**src/rtl/wave_capture_if.sv**
```systemverilog
// wave_capture_if: sample-stream input and display-RAM write port of wave_capture
//   new_sample_ready/new_sample_in  incoming sample strobe and signed sample
//   wave_display_idle               display has finished reading its half
//   write_address/enable/sample     display RAM write port
//   read_index                      RAM half owned by the display
interface wave_capture_if #(
    parameter int ADDR_WIDTH = 8
);
    logic                  new_sample_ready;
    logic [15:0]           new_sample_in;
    logic                  wave_display_idle;
    logic [ADDR_WIDTH:0]   write_address;
    logic                  write_enable;
    logic [7:0]            write_sample;
    logic                  read_index;

    modport master (
        output new_sample_ready, new_sample_in, wave_display_idle,
        input  write_address, write_enable, write_sample, read_index
    );

    modport slave (
        input  new_sample_ready, new_sample_in, wave_display_idle,
        output write_address, write_enable, write_sample, read_index
    );
endinterface

```
**src/rtl/wave_capture.sv**
```systemverilog
// wave_capture: zero-crossing triggered capture into a ping-pong display RAM
//   clk    system clock, rising edge
//   reset  asynchronous, active-low
//   bus    wave_capture_if.slave: sample stream in, RAM write port and read_index out
//   Optional feature macro: WAVE_CAPTURE_DECIMATE_EN (write one of every 2^DEC_SHIFT samples)
module wave_capture #(
    parameter int ADDR_WIDTH = 8,
    parameter int DEC_SHIFT  = 2
) (
    input  logic          clk,
    input  logic          reset,
    wave_capture_if.slave bus
);
    typedef enum logic [1:0] {ARMED, ACTIVE, WAIT} state_t;

    localparam logic [ADDR_WIDTH-1:0] LAST = '1;

    if (DEC_SHIFT < 1) begin : g_bad_dec
        $error("DEC_SHIFT must be at least 1");
    end

    state_t                state, state_n;
    logic [ADDR_WIDTH-1:0] index, index_n;
    logic [15:0]           prev_sample;
    logic                  read_index_n;
    logic                  write_n;
    logic                  trigger;
    logic                  take;

    assign trigger = prev_sample[15] & ~bus.new_sample_in[15];

`ifdef WAVE_CAPTURE_DECIMATE_EN
    logic [DEC_SHIFT-1:0] phase, phase_n;
    assign take = phase == '0;
`else
    assign take = 1'b1;
`endif

    always_comb begin
        state_n      = state;
        index_n      = index;
        read_index_n = bus.read_index;
        write_n      = 1'b0;
`ifdef WAVE_CAPTURE_DECIMATE_EN
        phase_n      = phase;
`endif
        case (state)
            ARMED: if (bus.new_sample_ready && trigger) begin
                state_n = ACTIVE;
                write_n = 1'b1;
                index_n = ADDR_WIDTH'(1);
`ifdef WAVE_CAPTURE_DECIMATE_EN
                // the trigger sample itself is phase 0, so the next one is phase 1
                phase_n = DEC_SHIFT'(1);
`endif
            end
            ACTIVE: if (bus.new_sample_ready) begin
`ifdef WAVE_CAPTURE_DECIMATE_EN
                phase_n = phase + 1'b1;
`endif
                if (take) begin
                    write_n = 1'b1;
                    index_n = index + 1'b1;
                    state_n = index == LAST ? WAIT : ACTIVE;
                end
            end
            default: if (bus.wave_display_idle) begin
                read_index_n = ~bus.read_index;
                state_n      = ARMED;
            end
        endcase
    end

    always_ff @(posedge clk or negedge reset) begin
        if (!reset) begin
            state             <= ARMED;
            index             <= '0;
            prev_sample       <= '0;
            bus.read_index    <= 1'b0;
            bus.write_enable  <= 1'b0;
            bus.write_address <= '0;
            bus.write_sample  <= '0;
`ifdef WAVE_CAPTURE_DECIMATE_EN
            phase             <= '0;
`endif
        end else begin
            state            <= state_n;
            index            <= index_n;
            bus.read_index   <= read_index_n;
            bus.write_enable <= write_n;
`ifdef WAVE_CAPTURE_DECIMATE_EN
            phase            <= phase_n;
`endif
            if (bus.new_sample_ready)
                prev_sample <= bus.new_sample_in;
            // the writing half is the one the display does not own
            if (write_n) begin
                bus.write_address <= {~bus.read_index, state == ARMED ? '0 : index};
                bus.write_sample  <= {~bus.new_sample_in[15], bus.new_sample_in[14:8]};
            end
        end
    end
endmodule

```
**src/flat_wrapper.sv**
```systemverilog
// flat-port wrapper written by rule: the top's interface ports become plain ports
module wave_capture_flat 
#(
    parameter int ADDR_WIDTH = 8,
    parameter int DEC_SHIFT  = 2
)
  (clk, reset, bus_new_sample_ready, bus_new_sample_in, bus_wave_display_idle, bus_write_address, bus_write_enable, bus_write_sample, bus_read_index);
  wave_capture_if #(.ADDR_WIDTH(ADDR_WIDTH)) bus_i ();
  input  logic clk;
  input  logic reset;
  input wire logic [$bits(bus_i.new_sample_ready)-1:0] bus_new_sample_ready;
  input wire logic [$bits(bus_i.new_sample_in)-1:0] bus_new_sample_in;
  input wire logic [$bits(bus_i.wave_display_idle)-1:0] bus_wave_display_idle;
  output wire logic [$bits(bus_i.write_address)-1:0] bus_write_address;
  output wire logic [$bits(bus_i.write_enable)-1:0] bus_write_enable;
  output wire logic [$bits(bus_i.write_sample)-1:0] bus_write_sample;
  output wire logic [$bits(bus_i.read_index)-1:0] bus_read_index;
  assign bus_i.new_sample_ready = bus_new_sample_ready;
  assign bus_i.new_sample_in = bus_new_sample_in;
  assign bus_i.wave_display_idle = bus_wave_display_idle;
  assign bus_write_address = bus_i.write_address;
  assign bus_write_enable = bus_i.write_enable;
  assign bus_write_sample = bus_i.write_sample;
  assign bus_read_index = bus_i.read_index;
  wave_capture #(.ADDR_WIDTH(ADDR_WIDTH), .DEC_SHIFT(DEC_SHIFT)) u_core (.clk(clk), .reset(reset), .bus(bus_i));
endmodule
```
**config.mk**
```make
export PLATFORM = sky130hd
export DESIGN_NAME = wave_capture_flat
export DESIGN_NICKNAME = d
export VERILOG_FILES = /design/src/rtl/wave_capture_if.sv /design/src/rtl/wave_capture.sv /design/src/flat_wrapper.sv
export SDC_FILE = /design/constraint.sdc
export NUM_CORES = 1
export LEC_CHECK = 0
export ABC_AREA = 1
export CORE_UTILIZATION = 23
export CTS_CLUSTER_DIAMETER = 50
export DETAILED_ROUTE_END_ITERATION = 12
export GPL_ROUTABILITY_DRIVEN = 0
export PLACE_DENSITY_LB_ADDON = 0.05
export SYNTH_ARGS = -nofsm -noshare
export SYNTH_HDL_FRONTEND = slang
export SYNTH_SLANG_ARGS = --single-unit
export TNS_END_PERCENT = 10
```
**constraint.sdc**
```tcl
create_clock -name clk -period 1.5 [get_ports clk]
set_input_delay 0.3 -clock clk [delete_from_list [all_inputs] [get_ports clk]]
set_output_delay 0.3 -clock clk [all_outputs]
set_load 0.02 [all_outputs]
```
# Word level (Yosys, flattened, before mapping)
# Cells that the tools add are included.
[word_totals]
regBits = 45
in_bits = 20
out_inout_bits = 19
[op_classes]
n_addsub = 1
eq_ne = 4
n_mux = 12
bitwise_logic = 4
reduce_logical = 8
[ops]
columns = ["cell", "count"]
rows = [
  ["8-bit two-way mux", 3],
  ["8-bit one-hot mux with 2 select lines", 1],
  ["8-bit by 1-bit adder with 8-bit output, second input constant", 1],
  ["8-bit == test, second input constant", 1],
  ["2-bit two-way mux", 4],
  ["3-bit AND reduction", 2],
  ["2-bit one-hot mux with 2 select lines", 1],
  ["1-bit NOT", 3],
  ["3-bit nonzero test", 1],
  ["2-bit by 1-bit == test with 1-bit output, second input constant", 1],
  ["2-bit logical NOT", 1],
  ["1-bit two-way mux", 2],
  ["2-bit by 1-bit inequality test with 1-bit output, second input constant", 1],
  ["2-bit inequality test, second input constant", 1],
  ["1-bit one-hot mux with 2 select lines", 1],
  ["2-bit AND reduction", 1],
  ["2-bit nonzero test", 1],
  ["2-bit OR reduction", 1],
  ["1-bit AND", 1],
  ["1-bit logical AND", 1],
]

# Logic depth before layout (Yosys ltp)
[logic_depth]
ltp_word = 5
depth_mapped = 7
mapped_depth_nobuf = 7

# Worst setup path after synthesis
# Ideal clock, no wire load.
[synth_path]
path_type = "flip-flop to flip-flop"
start = "register u_core.index[1]"
end = "register u_core.index[6]"
setup_time_ns = 0.117
t_arrival_ns = 0.970
setup_slack_ns = 0.413
stages_incl_launch_ff = 7
period_less_slack_ns = 1.087
cell_sequence = "dfrtp_1 -> ha_1 -> nand3_1 -> o21ai_0 -> nand2_1 -> nand3_2 -> nand2_1"
[synth_via]
elab_chain_len = 3
[synth_rtl]
columns = ["element", "line", "text"]
rows = [
  ["start, declared", "wave_capture.sv:23", "logic [ADDR_WIDTH-1:0] index, index_n;"],
  ["start signal, assigned", "wave_capture.sv:88", "index <= index_n;"],
  ["8-bit by 1-bit adder with 8-bit output", "wave_capture.sv:63", "index_n = index + 1'b1;"],
  ["8-bit two-way mux", "wave_capture.sv:57", "ACTIVE: if (bus.new_sample_ready) begin"],
  ["8-bit one-hot mux with 2 select lines", "wave_capture.sv:47", "case (state)"],
]
# Every way passes these cells. The select of a mux whose other input is x is not followed.
# A chain may end at the register's enable or synchronous reset.

# Worst setup path after layout
[layout_path]
start = "register u_core.bus.read_index"
end = "output bus_read_index"
[layout_rtl]
columns = ["element", "line", "text"]
rows = [
  ["start, declared", "wave_capture_if.sv:24", "output write_address, write_enable, write_sample, read_index"],
  ["start signal, assigned", "wave_capture.sv:89", "bus.read_index <= read_index_n;"],
  ["end, declared", "flat_wrapper.sv:17", "output wire logic [$bits(bus_i.read_index)-1:0] bus_read_index;"],
]
# No word-level cell between the ends.

==> impl_metrics.tcl <==
set metrics [dict create \
    tritoncts "yes" \
    postPlaceCellArea_sq_um 1800 \
    die_area_sq_um 6160 \
    p_leak_uw 0.000928 \
    cp_data_required_time_ps 1200 \
    crit_chain "dlygate4sd2_1" \
    cts_num_sinks 30 \
    final_area_sq_um 1860 \
    powerDensity_nw_per_um2 1210 \
    vias 1126 \
    r2r_slack_ps 220 \
    rsz0062_at_grt "no" \
    hold_viol 0 \
    setup_viol 0 \
    worstSkewPairLatency_ps 280 \
    ir_drop_mv 0.406 \
    synth_cells 157 \
    status "finished, final reports clean" \
    period_share 0.861 \
    ys_seq_area_frac 0.558 \
    portBuffers 30 \
    path_delay_family "flip-flops" \
    maxSlewHeadroom 0.759 \
    worst_slack_ps 208 \
    htree_levels 2 \
    area_delta_synth_final_pct 38.4 \
    arrival_ps 990 \
    layout_common_cells "nand2_1, dfrtp_1, dlygate4sd2_1" \
    slew_violations 0 \
    grt_pass1_wl_microns 5490 \
    endpoint_kind "output port" \
    drt-initial-drc-count 24 \
    antenna_found_initial 0 \
    start_util 0.241 \
    ys_warn_count 0 \
    fmaxAchievable_mhz 774 \
    rr_endpoint "u_core.state[0]" \
    skew_ps 5.56 \
    gr-total-overflow 0 \
    pre_cts_ws_ps -54.5 \
    wl_per_cell_microns 11.2 \
    postCtsSetupBuffers 0 \
    rr_startpoint "u_core.index[1]" \
    antenna_cells 0 \
    core_sq_um 5570 \
    die_w_microns 78.5 \
    mostFrequentLayoutCell "nand2_1" \
    critical_path_buf_inv_count 1 \
    antenna_left 0 \
    fp-row-count 27 \
    design.portCount 39 \
    synth_cell_types 19 \
    syn-cell-area_sq_um 1350 \
    cap_violations 0 \
    hold_class "input port to asynchronous set/reset pin" \
    cts.clk_slew.worst_paths_ps 60 \
    drcViolationCount 0 \
    slowest_delay_ps 390 \
    place_hpwl_microns 2190 \
    wirelength_microns 3020 \
    cts_buffers 5 \
    via_per_inst 4.17 \
    fp.dieH_microns 78.5 \
    syn_area_per_cell_sq_um 8.57 \
    cp_slowest_cell "dfrtp_1" \
    rr_worst_depth 6 \
    dr.pass1.iters 4 \
    drive_gt1_frac 0.111 \
    crit_fanout 3 \
    holdWs_ps 377 \
    tightest_slew_ps 361 \
    synthesis.nets 178 \
    clockRootBuffer "clkbuf_8" \
    ys_seq_elements 30 \
    grt.total_usage 0.119 \
    post-route-util 0.334 \
    grt_pass1_vias 1166 \
    clockBufferDepth 2 \
    startpoint_type "flop" \
    fin_nets 220 \
    period_needed_ps 1290 \
    path_class "flop to output port" \
    grt_max_degree 31 \
]
cells by family (layout without fill, tap and decap cells):
kind of cell	Yosys count	count (layout)	synth area share
buf+inv	17	58	0.0642
xor+xnor	1	1	0.00651
compound gates	18	18	0.0856
fa+ha+maj	1	1	0.00930
flops	30	30	0.558
simple gates	90	90	0.276
flip-flops by register name, summed over array words and instances (netlist names):
name                      flops
u_core.bus.write_enable       1
u_core.state                  2
u_core.index                  8
u_core.prev_sample            1
u_core.bus.write_sample       8
u_core.bus.write_address      9
u_core.bus.read_index         1
report_power, final:
| group | internal (uW) | leakage, uW | switching, uW |
|---|---|---|---|
| Clock | 353 | 0.0000431 | 282 |
| Sequential | 936 | 0.000389 | 96.4 |
| Combinational | 242 | 0.000497 | 352 |
Yosys cell counts:
cell type  number  share of area
a21oi_1         2         0.0074
dfrtp_1        30           0.56
o22ai_1         1         0.0047
o31ai_1         5          0.028
nand3_2         1         0.0074
nand2_2         2         0.0093
nand3_1         8          0.030
inv_2           2         0.0056
a21oi_4         1          0.012
ha_1            1         0.0093
nand4_1         4          0.019
nor2_2          1         0.0047
o21ai_0         9          0.033
xnor2_1         1         0.0065
buf_6           2          0.017
inv_1          11          0.031
nor2_1         12          0.033
nand2_1        62           0.17
buf_4           2          0.011
worst max-delay path by stage:
stage,from,endpoint,depth (start not counted)
final,u_core.bus.read_index,bus_read_index,1
after global routing,u_core.index[1],u_core.state[0],6
after CTS,u_core.bus.read_index,bus_read_index,1
after detailed placement,bus_new_sample_in[15],u_core.bus.write_address[3],7
after global placement,bus_new_sample_ready,u_core.bus.write_address[3],6
after floorplan,u_core.index[1],u_core.index[6],6
routing by layer:
layer,track usage,wire (microns),vias up
li1,-,-,583
met2,0.195,1460,27
met4,0.0444,31,0
met5,0,0,-
met3,0.0430,146,5
met1,0.143,1380,511
through the flow:
stage	total power [uW]	TNS (ps)	instances
2_1_floorplan	1380	0	157
3_3_place_gp	1710	-225	264
3_5_place_dp	1720	-484	264
4_1_cts	2310	0	270
5_1_grt	2440	0	270
6_report	2260	0	270
area by class of cell:
cell class / instances / area [sq um]
fillers: 592 / 3710
repair buffers: 39 / 382
flip-flops and latches: 30 / 751
multi-input cells: 110 / 508
inverters: 13 / 48.8
clock buffers: 6 / 82.6
well taps: 72 / 90.1
what timing repair did:
action                     in CTS  in global routing
hold buffers                    0                  0
setup endpoints to repair      19                  0
gates resized for setup        19                  0
No activity file was read; power rests on OpenSTA's default activity.
